File: config.mk
export PLATFORM = sky130hd
export DESIGN_NAME = disparity_normalizer
export DESIGN_NICKNAME = d
export VERILOG_FILES = /design/src/rtl/disparity_normalizer.sv
export SDC_FILE = /design/constraint.sdc
export NUM_CORES = 1
export LEC_CHECK = 0
export ABC_AREA = 1
export BUFFER_PORTS_ARGS = -buffer_cell sky130_fd_sc_hd__clkbuf_2
export CORE_MARGIN = 2
export CORE_UTILIZATION = 40
export DETAILED_ROUTE_END_ITERATION = 8
export GPL_ROUTABILITY_DRIVEN = 0
export RECOVER_POWER = 100
export SYNTH_ARGS = -nofsm -noshare
export SYNTH_HDL_FRONTEND = slang
export SYNTH_SLANG_ARGS = --single-unit
File: constraint.sdc
create_clock -name clk -period 6.9 [get_ports clk]
set_input_delay 1.38 -clock clk [delete_from_list [all_inputs] [get_ports clk]]
set_output_delay 1.38 -clock clk [all_outputs]
set_load 0.01 [all_outputs]
File: src/rtl/disparity_normalizer.sv
// Windowed disparity normalizer: accumulates disp*conf and conf over win_size samples,
// then divides with a serial restoring divider. Define DISP_NORM_ROUND_EN for round-half-up.
module disparity_normalizer #(
  parameter int disp_bits = 5,
  parameter int win_size  = 8
) (
  input  logic                   clk,
  input  logic                   reset,
  input  logic [8+disp_bits-1:0] disp_conf_in,
  input  logic [7:0]             conf_in,
  input  logic                   in_valid,
  output logic [disp_bits-1:0]   disp_out,
  output logic [7:0]             conf_avg_out,
  output logic                   zero_conf,
  output logic                   out_valid,
  output logic                   overrun
);

  localparam int LW = $clog2(win_size);
  localparam int NW = 8 + disp_bits + LW;
  localparam int DW = 8 + LW;
  localparam int RW = NW + 1;
  localparam int BW = $clog2(disp_bits + 1);

  typedef enum logic [1:0] {
    IDLE = 2'd0,
    DIV  = 2'd1,
    DONE = 2'd2
  } state_t;

  state_t state_r, state_next_s;

  logic [NW-1:0]        num_acc_r;
  logic [DW-1:0]        den_acc_r;
  logic [LW-1:0]        cnt_r;
  logic [NW-1:0]        num_sum_s;
  logic [DW-1:0]        den_sum_s;
  logic [RW-1:0]        dividend_s;
  logic                 last_s;
  logic                 load_s;
  logic                 drop_s;

  logic [RW-1:0]        rem_r;
  logic [DW-1:0]        den_r;
  logic [disp_bits-1:0] quot_r;
  logic [BW-1:0]        bit_r;
  logic                 sat_r;
  logic                 zero_r;
  logic [RW-1:0]        trial_s;
  logic                 ge_s;
  logic                 bit_last_s;
  logic [disp_bits-1:0] quot_next_s;

  // Window sums including the current sample, and window-completion decode
  always_comb begin
    num_sum_s = num_acc_r + NW'(disp_conf_in);
    den_sum_s = den_acc_r + DW'(conf_in);
`ifdef DISP_NORM_ROUND_EN
    dividend_s = RW'(num_sum_s) + RW'(den_sum_s >> 1);
`else
    dividend_s = RW'(num_sum_s);
`endif
    last_s = in_valid && (cnt_r == LW'(win_size - 1));
    load_s = last_s && (state_r == IDLE);
    drop_s = last_s && (state_r != IDLE);
  end

  // Restoring-division step for the current quotient bit
  always_comb begin
    trial_s     = RW'(den_r) << bit_r;
    ge_s        = (rem_r >= trial_s);
    bit_last_s  = (bit_r == {BW{1'b0}});
    if (ge_s) begin
      quot_next_s = quot_r | (disp_bits'(1'b1) << bit_r);
    end else begin
      quot_next_s = quot_r;
    end
  end

  // Accumulators and sample counter; a completing sample restarts the window
  always_ff @(posedge clk or posedge reset) begin
    if (reset) begin
      num_acc_r <= {NW{1'b0}};
      den_acc_r <= {DW{1'b0}};
      cnt_r     <= {LW{1'b0}};
    end else if (in_valid) begin
      if (last_s) begin
        num_acc_r <= {NW{1'b0}};
        den_acc_r <= {DW{1'b0}};
        cnt_r     <= {LW{1'b0}};
      end else begin
        num_acc_r <= num_sum_s;
        den_acc_r <= den_sum_s;
        cnt_r     <= cnt_r + LW'(1'b1);
      end
    end
  end

  // Divider state register
  always_ff @(posedge clk or posedge reset) begin
    if (reset) begin
      state_r <= IDLE;
    end else begin
      state_r <= state_next_s;
    end
  end

  // Divider next-state logic
  always_comb begin
    state_next_s = state_r;
    case (state_r)
      IDLE: begin
        if (load_s) begin
          state_next_s = DIV;
        end else begin
          state_next_s = IDLE;
        end
      end
      DIV: begin
        if (bit_last_s) begin
          state_next_s = DONE;
        end else begin
          state_next_s = DIV;
        end
      end
      DONE:    state_next_s = IDLE;
      default: state_next_s = IDLE;
    endcase
  end

  // Divider datapath, result registers and sticky overrun
  always_ff @(posedge clk or posedge reset) begin
    if (reset) begin
      rem_r        <= {RW{1'b0}};
      den_r        <= {DW{1'b0}};
      quot_r       <= {disp_bits{1'b0}};
      bit_r        <= {BW{1'b0}};
      sat_r        <= 1'b0;
      zero_r       <= 1'b0;
      disp_out     <= {disp_bits{1'b0}};
      conf_avg_out <= 8'd0;
      zero_conf    <= 1'b0;
      out_valid    <= 1'b0;
      overrun      <= 1'b0;
    end else begin
      out_valid <= 1'b0;
      case (state_r)
        IDLE: begin
          if (load_s) begin
            rem_r  <= dividend_s;
            den_r  <= den_sum_s;
            quot_r <= {disp_bits{1'b0}};
            bit_r  <= BW'(disp_bits - 1);
            zero_r <= (den_sum_s == {DW{1'b0}});
            // Quotient overflows disp_bits exactly when dividend >= divisor * 2^disp_bits
            sat_r  <= (dividend_s >= (RW'(den_sum_s) << disp_bits));
          end
        end
        DIV: begin
          if (ge_s) begin
            rem_r <= rem_r - trial_s;
          end
          quot_r <= quot_next_s;
          if (bit_last_s) begin
            out_valid    <= 1'b1;
            zero_conf    <= zero_r;
            conf_avg_out <= den_r[DW-1:LW];
            if (zero_r) begin
              disp_out <= {disp_bits{1'b0}};
            end else if (sat_r) begin
              disp_out <= {disp_bits{1'b1}};
            end else begin
              disp_out <= quot_next_s;
            end
          end else begin
            bit_r <= bit_r - BW'(1'b1);
          end
        end
        default: begin
        end
      endcase
      if (drop_s) begin
        overrun <= 1'b1;
      end
    end
  end

endmodule

==> metrics <==
Clock Sinks 85; fin. max-slew vios approximately 120; Worst-Skew Late Latency between 300 and 400 ps; io pins 40; hold path endpoint overrun; vias in the first global route about 5600; # hold bufs at CTS 0; die area 17200 µm²; Setup crit start kind register; worst-path maximum fanout 27; Worst slew margin -65.5%; postcts setup bufs 0; gr ovfl total 0; Post-synth EDFFs 0; cell mode on critical path nor2_1; hold path depth 1; largest net degree at the start of global routing between 40 and 50; max-cap violations 3; post-cts resize count 0; clock buffer depth 2; FP Rows 46; Die Height 131 µm; worst reg2reg path depth 7; asr flop ratio synth between 90% and 100%; CP cell instances nor2_1, inv_1, nor2_1, inv_1, nor2_1, nand2_1, nand2_1; Final Hold Viols 0; outcome finished, violations left; Synthesis Warnings 0; Tcrit/Tclk final slightly below 70%; Seq cells post-synth 85; Critical Path Sink Type register; ys flop type dfrtp_1; Post-synth top cells nand2_1, inv_1, o21ai_0; critical path class reg2reg; Fill cells about 1700; Worst EP required just over 7000 ps; Worst Tran Pin Value 2480 ps; min-delay src overrun; slowest stage delay, CP around 1600 ps; clock root buffer clkbuf_16; Mapped Cells around 960; initial antenna violation count 0; Routed WL per cell ~14 µm; gr usage total between 20 and 25%; first-pass GRT wire length 28.0 mm; fin nets 1067; WL final approximately 17 mm; CP max-delay cell nor2_1; setup_tns 0 ps; Fin Hold WS between 400 and 500 ps; fin crit period 4650 ps; Setup-failing EPs final 0; DP Wirelength 12.6 mm; syn_nets between 1000 and 1500; Placeable Area 15800 µm²; Achievable Freq around 210 MHz; cell type with the largest total area after synthesis dfrtp_1; Arrival @ worst endpoint ~5000 ps; clk slew on worst S/H paths roughly 70 ps; Routed Antenna Nets 0; DR vias approximately 6000; 1st-pass router iterations 5; worst min path class reg2reg; share of the synthesized area in the top cell type ~33%; largest cells by area after synthesis dfrtp_1, nand2_1, ha_1; # DRC 0; Area growth syn-to-layout 10.1%; sequential area share after synthesis 32.9%; ANT cells 0; clk_skew 6.84 ps; Mapped Area about 6500 µm²; R2R Path Start out_valid; PortBufs 39; TritonCTS Buffers 9; starting density of the core 40.9%; flop-to-flop setup slack 2250 ps; via/cell ratio ~4.9; share of cells above drive strength 1 roughly 5.3%; Reg2Reg Capture Point disp_out[0]; failing checks capacitance limit, slew limit; initial DRC count ~320; Die Wd 131 µm; Cell variety after synth 40; H-Tree Depth 3; RSZ-0062 raised after global routing no; Post-Syn Area per Cell about 6.8 µm²; CTS tree built; most frequent cell after synthesis nand2_1
==> worst max-delay path by stage <==
stage	start	endpoint	slack, ps	depth (start not counted)
CTS	conf_in[0]	sat_r	3340	14
global route	reset	rem_r[13]	1660	3
global placement	conf_in[0]	sat_r	2940	14
detailed placement	conf_in[0]	sat_r	2980	14
finish	out_valid	disp_out[0]	2250	7
floorplan	conf_in[0]	sat_r	3320	17
==> through the flow <==
| step | utilization (%) | setup slack [ps] | std cells | instance area [µm²] |
|---|---|---|---|---|
| global route | 45.0 | 1660 | 1205 | 7120 |
| CTS | 45.3 | 3340 | 1205 | 7170 |
| detailed placement | 43.2 | 2980 | 1189 | 6840 |
| floorplan | - | 3320 | 955 | 6470 |
| global placement | 43.2 | 2940 | 1189 | 6840 |
| finish | 45.0 | 2250 | 1205 | 7120 |
==> worst max-delay path: cells and delay by family (launching register included) <==
family | cells | cell delay, ps
buffers and inverters | 2 | 1390
flip-flops | 1 | 400
AND/OR/NAND/NOR | 5 | 2790
==> metal layers <==
metal	part of all wire, %	GRT usage [%]
met1	50	28.7
met2	44	31.4
met3	3.8	2.82
met4	2.2	6.76
met5	0	0
==> cells by family (layout without fill, tap and decap cells) <==
group                      after synthesis  count (layout)  share of synthesized area (%)
AOI/OAI and AO/OA                      157             157                           12.8
adders and majority gates               59              59                           11.8
and+or+nand+nor                        490             490                           31.5
buffers and inverters                  148             182                           8.86
DFF                                     85              85                           32.9
xor gates and xnor gates                13              13                           1.76
muxes                                    3               3                          0.464
==> registers in the layout (all words and copies together) (netlist names) <==
name	flops
bit_r	3
conf_avg_out	8
out_valid	1
quot_r	5
state_r	1
disp_out	5
zero_r	1
cnt_r	3
num_acc_r	16
sat_r	1
overrun	1
rem_r	17
den_r	11
zero_conf	1
den_acc_r	11
==> cells in the final DEF, fill, tap and decap left out, types with 2 or more instances in the layout <==
master and instances:
nand4_1 7, or2_2 2, a21oi_1 46, clkinvlp_4 2, nand2_2 3, dfrtp_1 85, nor2_1 62, nand2_4 2
xor2_1 10, nor3_1 2, o21ai_0 96, ha_1 56, nand3_1 56, clkbuf_1 18, xnor2_1 3, bufinv_16 2
nand2_1 340, fa_1 3, clkbuf_16 9, nand3b_1 8, mux2i_1 3, and2_1 5, inv_6 2, o21a_1 3
o22ai_1 4, clkbuf_2 22, inv_1 124
==> final cells by class <==
type | count | area, µm² | share of cell area (%)
timing repair buffer | 40 | 178 | 2.49
multi-input combinational | 722 | 3740 | 52.6
sequential | 85 | 2130 | 29.9
inverter | 126 | 474 | 6.66
clock inverter | 7 | 104 | 1.46
tap | 216 | 270 | 3.79
clock buffer | 9 | 225 | 3.16
Power is left out: the tool's default activity adds up to more than one toggle a clock period on the data nets, which glitch-free logic cannot reach.
